$ cat src/rtl/upsample_scheduler.sv
// upsample_scheduler: control sequencer for a single-MAC polyphase zero-stuffing interpolator
module upsample_scheduler #(
    parameter int STUFFING       = 4,
    parameter int TAPS_PER_PHASE = 12,
    parameter int MAC_LATENCY    = 2,
    localparam int L  = STUFFING + 1,
    localparam int AW = (TAPS_PER_PHASE > 1) ? $clog2(TAPS_PER_PHASE) : 1,
    localparam int CW = (TAPS_PER_PHASE * L > 1) ? $clog2(TAPS_PER_PHASE * L) : 1,
    localparam int PW = (L > 1) ? $clog2(L) : 1,
    localparam int KM = (TAPS_PER_PHASE > MAC_LATENCY) ? TAPS_PER_PHASE : MAC_LATENCY,
    localparam int KW = $clog2(KM + 1)
) (
    input  logic          clk,
    input  logic          reset,
    input  logic          in_valid,
    output logic          in_ready,
    input  logic          out_tick,
    input  logic          clr_flags,
    output logic          smp_we,
    output logic          smp_zero,
    output logic [AW-1:0] smp_waddr,
    output logic [AW-1:0] smp_raddr,
    output logic [CW-1:0] coef_addr,
    output logic          mac_en,
    output logic          mac_clr,
    output logic          acc_valid,
    output logic [PW-1:0] phase,
    output logic          busy,
    output logic          underrun,
    output logic          overrun
);
    typedef enum logic [2:0] {INIT, IDLE, MAC, DRAIN, DONE} state_t;

    state_t        state, state_n;
    logic [KW-1:0] k, k_n;
    logic [AW-1:0] wptr, wptr_n, wnext, ka;
    logic [PW-1:0] phase_n;
    logic          have_new, have_new_n;
    logic          we, zero, xfer, under_set, over_set;

    assign ka       = AW'(k);
    assign wnext    = (wptr == AW'(TAPS_PER_PHASE - 1)) ? '0 : wptr + AW'(1);
    assign in_ready = (state == IDLE) && !have_new;
    assign xfer     = in_valid && in_ready;
    assign busy     = state != IDLE;
    assign over_set = out_tick && busy;
    // the INIT sweep write strobe must stay quiet while reset is held
    assign smp_we   = we && reset;
    assign smp_zero = zero && reset;

    // next-state and datapath control for the buffer clear, input writes and the dot-product sweep
    always_comb begin
        state_n    = state;
        k_n        = k;
        wptr_n     = wptr;
        have_new_n = have_new;
        phase_n    = phase;
        we         = 1'b0;
        zero       = 1'b0;
        smp_waddr  = '0;
        smp_raddr  = '0;
        coef_addr  = '0;
        mac_en     = 1'b0;
        mac_clr    = 1'b0;
        acc_valid  = 1'b0;
        under_set  = 1'b0;
        case (state)
            INIT: begin
                we        = 1'b1;
                zero      = 1'b1;
                smp_waddr = ka;
                k_n       = k + KW'(1);
                if (k == KW'(TAPS_PER_PHASE - 1)) begin
                    state_n = IDLE;
                    k_n     = '0;
                end
            end
            IDLE: begin
                if (xfer) begin
                    we         = 1'b1;
                    smp_waddr  = wnext;
                    wptr_n     = wnext;
                    have_new_n = 1'b1;
                end
                if (out_tick) begin
                    state_n = MAC;
                    if (phase == '0) begin
                        if (xfer || have_new) begin
                            have_new_n = 1'b0;
                        end else begin
                            we        = 1'b1;
                            zero      = 1'b1;
                            smp_waddr = wnext;
                            wptr_n    = wnext;
                            under_set = 1'b1;
                        end
                    end
                end
            end
            MAC: begin
                mac_en    = 1'b1;
                mac_clr   = k == '0;
                smp_raddr = (wptr >= ka) ? wptr - ka : wptr + AW'(TAPS_PER_PHASE) - ka;
                coef_addr = CW'(ka) * CW'(L) + CW'(phase);
                k_n       = k + KW'(1);
                if (k == KW'(TAPS_PER_PHASE - 1)) begin
                    state_n = DRAIN;
                    k_n     = '0;
                end
            end
            DRAIN: begin
                k_n = k + KW'(1);
                if (k == KW'(MAC_LATENCY - 1)) begin
                    state_n = DONE;
                    k_n     = '0;
                end
            end
            DONE: begin
                acc_valid = 1'b1;
                phase_n   = (phase == PW'(L - 1)) ? '0 : phase + PW'(1);
                state_n   = IDLE;
            end
            default: state_n = INIT;
        endcase
    end

    // sequencer state, term counter, buffer write pointer and output phase
    always_ff @(posedge clk or negedge reset) begin
        if (!reset) begin
            state    <= INIT;
            k        <= '0;
            wptr     <= AW'(TAPS_PER_PHASE - 1);
            have_new <= 1'b0;
            phase    <= '0;
        end else begin
            state    <= state_n;
            k        <= k_n;
            wptr     <= wptr_n;
            have_new <= have_new_n;
            phase    <= phase_n;
        end
    end

    // sticky error flags; a new event wins over a clear in the same cycle
    always_ff @(posedge clk or negedge reset) begin
        if (!reset) begin
            underrun <= 1'b0;
            overrun  <= 1'b0;
        end else begin
            underrun <= under_set || (underrun && !clr_flags);
            overrun  <= over_set || (overrun && !clr_flags);
        end
    end
endmodule

$ cat config.mk
export PLATFORM = sky130hd
export DESIGN_NAME = upsample_scheduler
export DESIGN_NICKNAME = d
export VERILOG_FILES = /design/src/rtl/upsample_scheduler.sv
export SDC_FILE = /design/constraint.sdc
export NUM_CORES = 1
export LEC_CHECK = 0
export ABC_AREA = 1
export CORE_MARGIN = 1.5
export CORE_UTILIZATION = 55
export CTS_CLUSTER_DIAMETER = 30
export DETAILED_ROUTE_END_ITERATION = 16
export DONT_BUFFER_PORTS = 1
export PLACE_DENSITY = 0.73
export SETUP_SLACK_MARGIN = 0.5
export SLEW_MARGIN = 40
export SYNTH_ARGS = -nofsm -noshare
export SYNTH_HDL_FRONTEND = slang
export SYNTH_SLANG_ARGS = --single-unit
$ cat constraint.sdc
create_clock -name clk -period 4.4 [get_ports clk]
set_input_delay 0.66 -clock clk [delete_from_list [all_inputs] [get_ports clk]]
set_output_delay 0.66 -clock clk [all_outputs]
set_load 0.05 [all_outputs]
# --- Word-level counts from Yosys, hierarchy flattened ---
# Index checks and enable logic that the tools add are counted.
classes:
  add_sub_neg: 7
  multipliers: 1
  n_lt_le_gt_ge: 1
  eq_ne: 13
  muxes: 39
  reduce_logical: 18
op_table:
  columns: ["op", "n"]
  rows:
  - ["$mux 4", 13]
  - ["$pmux 4 s2", 2]
  - ["$mux 1", 15]
  - ["$mux 3", 5]
  - ["$pmux 3 s5", 1]
  - ["$add 4x1->4 const B", 2]
  - ["$eq 4x4->1 const B", 2]
  - ["$ne 2x2->1 const B", 4]
  - ["$sub 4x4->4", 2]
  - ["$logic_and 1x1->1", 7]
  - ["$add 6x3->6", 1]
  - ["$eq 3x2->1 const B", 2]
  - ["$eq 3x3->1 const B", 2]
  - ["$logic_not 3->1", 2]
  - ["$mul 4x3->6 const B", 1]
  - ["$mux 6", 1]
  - ["$add 4x4->4 const B", 1]
  - ["$eq 4x1->1 const B", 1]
  - ["$ge 4x4->1", 1]
  - ["$logic_not 4->1", 1]
  - ["$pmux 1 s2", 2]
  - ["$reduce_and 4->1", 1]
  - ["$add 3x1->3 const B", 1]
  - ["$eq 3x1->1 const B", 1]
  - ["other kinds (5)", 8]
totals:
  register_bits: 17
  in_bits: 5
  out_inout_bits: 26
  word_cells: 86

# --- Longest topological paths before layout ---
depth:
  ltp_word: 9
  depth_mapped: 11
  depth_no_buf: 11

# --- Worst setup path before layout ---
# Ideal clock, no wire load.
synth_timing:
  path_kind: "flip-flop to output port"
  startpoint: "register k[1]"
  endpoint: "output port coef_addr[4]"
  arrival_time_ns: 2.753
  required_time_ns: 3.740
  path_slack_ns: 0.987
  path_stages_with_launch: 8
  n_path_buf: 0
  cell_sequence: "dfrtp_1 -> ha_1 -> ha_1 -> ha_1 -> a21oi_1 -> nand2_1 -> nand2_1 -> nor3b_1"
synth_between:
  elab_chain_cells: 3
synth_rtl:
  columns: ["element", "line_no", "rtl"]
  rows:
  - ["from (decl)", "35", "logic [KW-1:0] k, k_n;"]
  - ["from (signal assigned)", "137", "k <= k_n;"]
  - ["$mul 4x3->6", "104", "coef_addr = CW'(ka) * CW'(L) + CW'(phase);"]
  - ["$add 6x3->6", "104", null]
  - ["$mux 6", "67", "case (state)"]
  - ["to (decl)", "23", "output logic [CW-1:0] coef_addr,"]
# Every way passes these cells.

# --- Worst setup path after layout ---
layout_timing:
  startpoint: "register phase[2]"
  endpoint: "output port coef_addr[2]"
layout_between:
  elab_chain_cells: 2
layout_rtl:
  columns: ["element", "line_no", "rtl"]
  rows:
  - ["from (decl)", "27", "output logic [PW-1:0] phase,"]
  - ["from (signal assigned)", "140", "phase <= phase_n;"]
  - ["$add 6x3->6", "104", null]
  - ["$mux 6", "67", null]
# Every way passes these cells.

==> out/qor.csv <==
metric,value,unit
status,"complete, no violations",
crit path time final,3.43,ns
Rel. slew slack,0.408,
DR vias,1406,
Die Area,3230,um2
setup violators final,0,
Inserted Clock Buffers,3,
Worst Path Buf+Inv,1,
CTS-repair resized insts,0,
crit path cell chain,"ha_1, fa_1, inv_1, nor2_1",
synth warn,0,
CTS root buf,clkbuf_4,
initial core utilization,0.578,
Vias/cell,5.47,
endpoint class of the critical path,output port,
Synth cell types,26,
CTS Buffer Depth,2,
RSZ-0062 raised after global routing,false,
synthesized area,1590,um2
Clock Latency Late Sink,0.30,ns
Port Buf Inserts,0,
first-pass GRT wire length,5660,um
gr usage total,0.222,
setup_tns,0,ns
DP Worst Slack,1.31,ns
worst setup margin,0.974,ns
Post-route DRC,0,
Die Height,56.8,um
Overflow after GRT,0,
"Net Count, Synth",253,
crit-path max FO,7,
most frequent cells in the layout,"nand2_1 (54), inv_1 (32), nor2_1 (26)",
Worst Setup Path Type,flop to output port,
final core occ,0.623,
Final Hold Viols,0,
"Largest delay share family, worst path",adder cells,
"commonest non-fill, non-tap cell in the layout",nand2_1,
"slowest stage delay, CP",0.82,ns
met3 wire length,138,um
Core Area,2760,um2
Routed wire per std cell,13.3,um
CTS tree,done,
Antenna Nets Post-Route,0,
layout cell share with drive strength beyond 1,0.124,
Worst R2R Path Depth,7,
Hold WC Path Type,input pin to asynchronous set/reset pin,
Critical Path AT,2.77,ns
CP Launch Type,flop,
Detailed Routing Iterations Pass 1,4,
I/O pin cnt,31,
Routed WL,3420,um
Fmax achieved,0.292,GHz
sequential area share after synthesis,0.269,
Worst Tran Pin Value,0.885,ns
clk_skew,0.00616,ns
cts-stage hold buffer count,0,
routability congestion estimate from global placement,0.895,
row count,19,
hpwl dp,2760,um
largest net degree at the start of global routing,19,
met2 wire len,1810,um
worst r2r src,phase[0]$_DFFE_PN0P_,
wl on met1,1460,um
"CTS clk-pin slew, worst paths",0.11,ns
clock sinks,17,
Final #Nets,260,
final period utilization,0.779,
critical path's slowest cell,dfrtp_1,
MaxCap Viol Count,0,
H-tree lvl count,1,
ANT cells,0,
number of global-route vias before repair,1314,
initial DRC count,34,
area growth from synthesis to layout,7.69,%
Cells after Synth,220,
worst reg-to-reg setup slack,2.52,ns
Avg Synthesized Cell Area,7.25,um2
flop and latch count out of synthesis,17,
worst r2r dst,wptr[3]$_DFFE_PN1N_,
Slew Limit Fails,0,
DR top layer,met4,
Post-CTS Setup Bufs,0,
Die Wd,56.8,um
CP Data Required Time,3.74,ns
initial antenna violation count,0,
registers in the layout, summed over array words and instances, names as in the netlist:
register,cells
wptr,4
state,3
underrun,1
phase,3
have_new,1
k,4
overrun,1
cell type report:
cell class,instances,area [um2]
multi-input combinational,168,1070
fill,244,1040
sequential,17,429
inverter,35,131
tap,31,38.8
clock buffer,3,22.5
timing repair buffer,2,15.0
clock inverter,1,7.51
routing by layer:
metal | vias up | global-route usage
li1 | 723 | -
met2 | 25 | 0.399
met1 | 656 | 0.276
met3 | 2 | 0.0461
met4 | 0 | 0.0432
met5 | - | 0
through the flow:
stage | cells | area (um2) | hold slack, ns
finish | 257 | 1720 | 0.0394
global route | 257 | 1720 | 0.0127
CTS | 257 | 1710 | 0.0328
detailed placement | 253 | 1680 | 0.365
global placement | 253 | 1650 | 0.365
floorplan | 220 | 1590 | 0.364
synth_stat cells:
library cell / number / area [um2]
nand2_1: 54 / 203
inv_1: 32 / 120
nor2_1: 30 / 113
ha_1: 24 / 300
nand3_1: 15 / 75.1
dfrtp_1: 14 / 350
a21oi_1: 10 / 50.1
o21ai_0: 10 / 50.1
fa_1: 4 / 80.1
nand4_1: 4 / 25.0
dfstp_2: 3 / 78.8
inv_2: 3 / 11.3
o22ai_1: 3 / 18.8
nand2_2: 2 / 12.5
a31oi_1: 1 / 6.26
nand2_4: 1 / 11.3
nand3_4: 1 / 17.5
nand3b_1: 1 / 7.51
nor2_4: 1 / 11.3
nor3_1: 1 / 5.00
nor3b_1: 1 / 7.51
o211ai_1: 1 / 7.51
o21ai_2: 1 / 8.76
or2_1: 1 / 6.26
xnor2_1: 1 / 8.76
xor2_1: 1 / 8.76
how the worst max path moves through the flow:
stage,startpoint,to,slack [ns],cells after the start
2_1_floorplan,k[1]$_DFFE_PN0P_,coef_addr[4],0.99,7
3_3_place_gp,phase[1]$_DFFE_PN0P_,coef_addr[2],1.34,5
3_5_place_dp,phase[2]$_DFFE_PN0P_,coef_addr[2],1.31,4
4_1_cts,phase[2]$_DFFE_PN0P_,coef_addr[2],0.97,4
5_1_grt,k[1]$_DFFE_PN0P_,smp_raddr[3],0.82,10
6_report,phase[2]$_DFFE_PN0P_,coef_addr[2],0.97,4
cells by family (layout without fill, tap and decap cells):
| group | after synthesis | in the layout | synth area share |
|---|---|---|---|
| AOI/OAI and AO/OA | 26 | 26 | 0.0887 |
| xor gates and xnor gates | 2 | 2 | 0.0110 |
| adders and majority gates | 28 | 28 | 0.239 |
| buffers and inverters | 35 | 41 | 0.0824 |
| DFF | 17 | 17 | 0.269 |
| and+or+nand+nor | 112 | 112 | 0.310 |
Power is left out: the tool's default activity adds up to more than one toggle a clock period on the data nets, which glitch-free logic cannot reach.
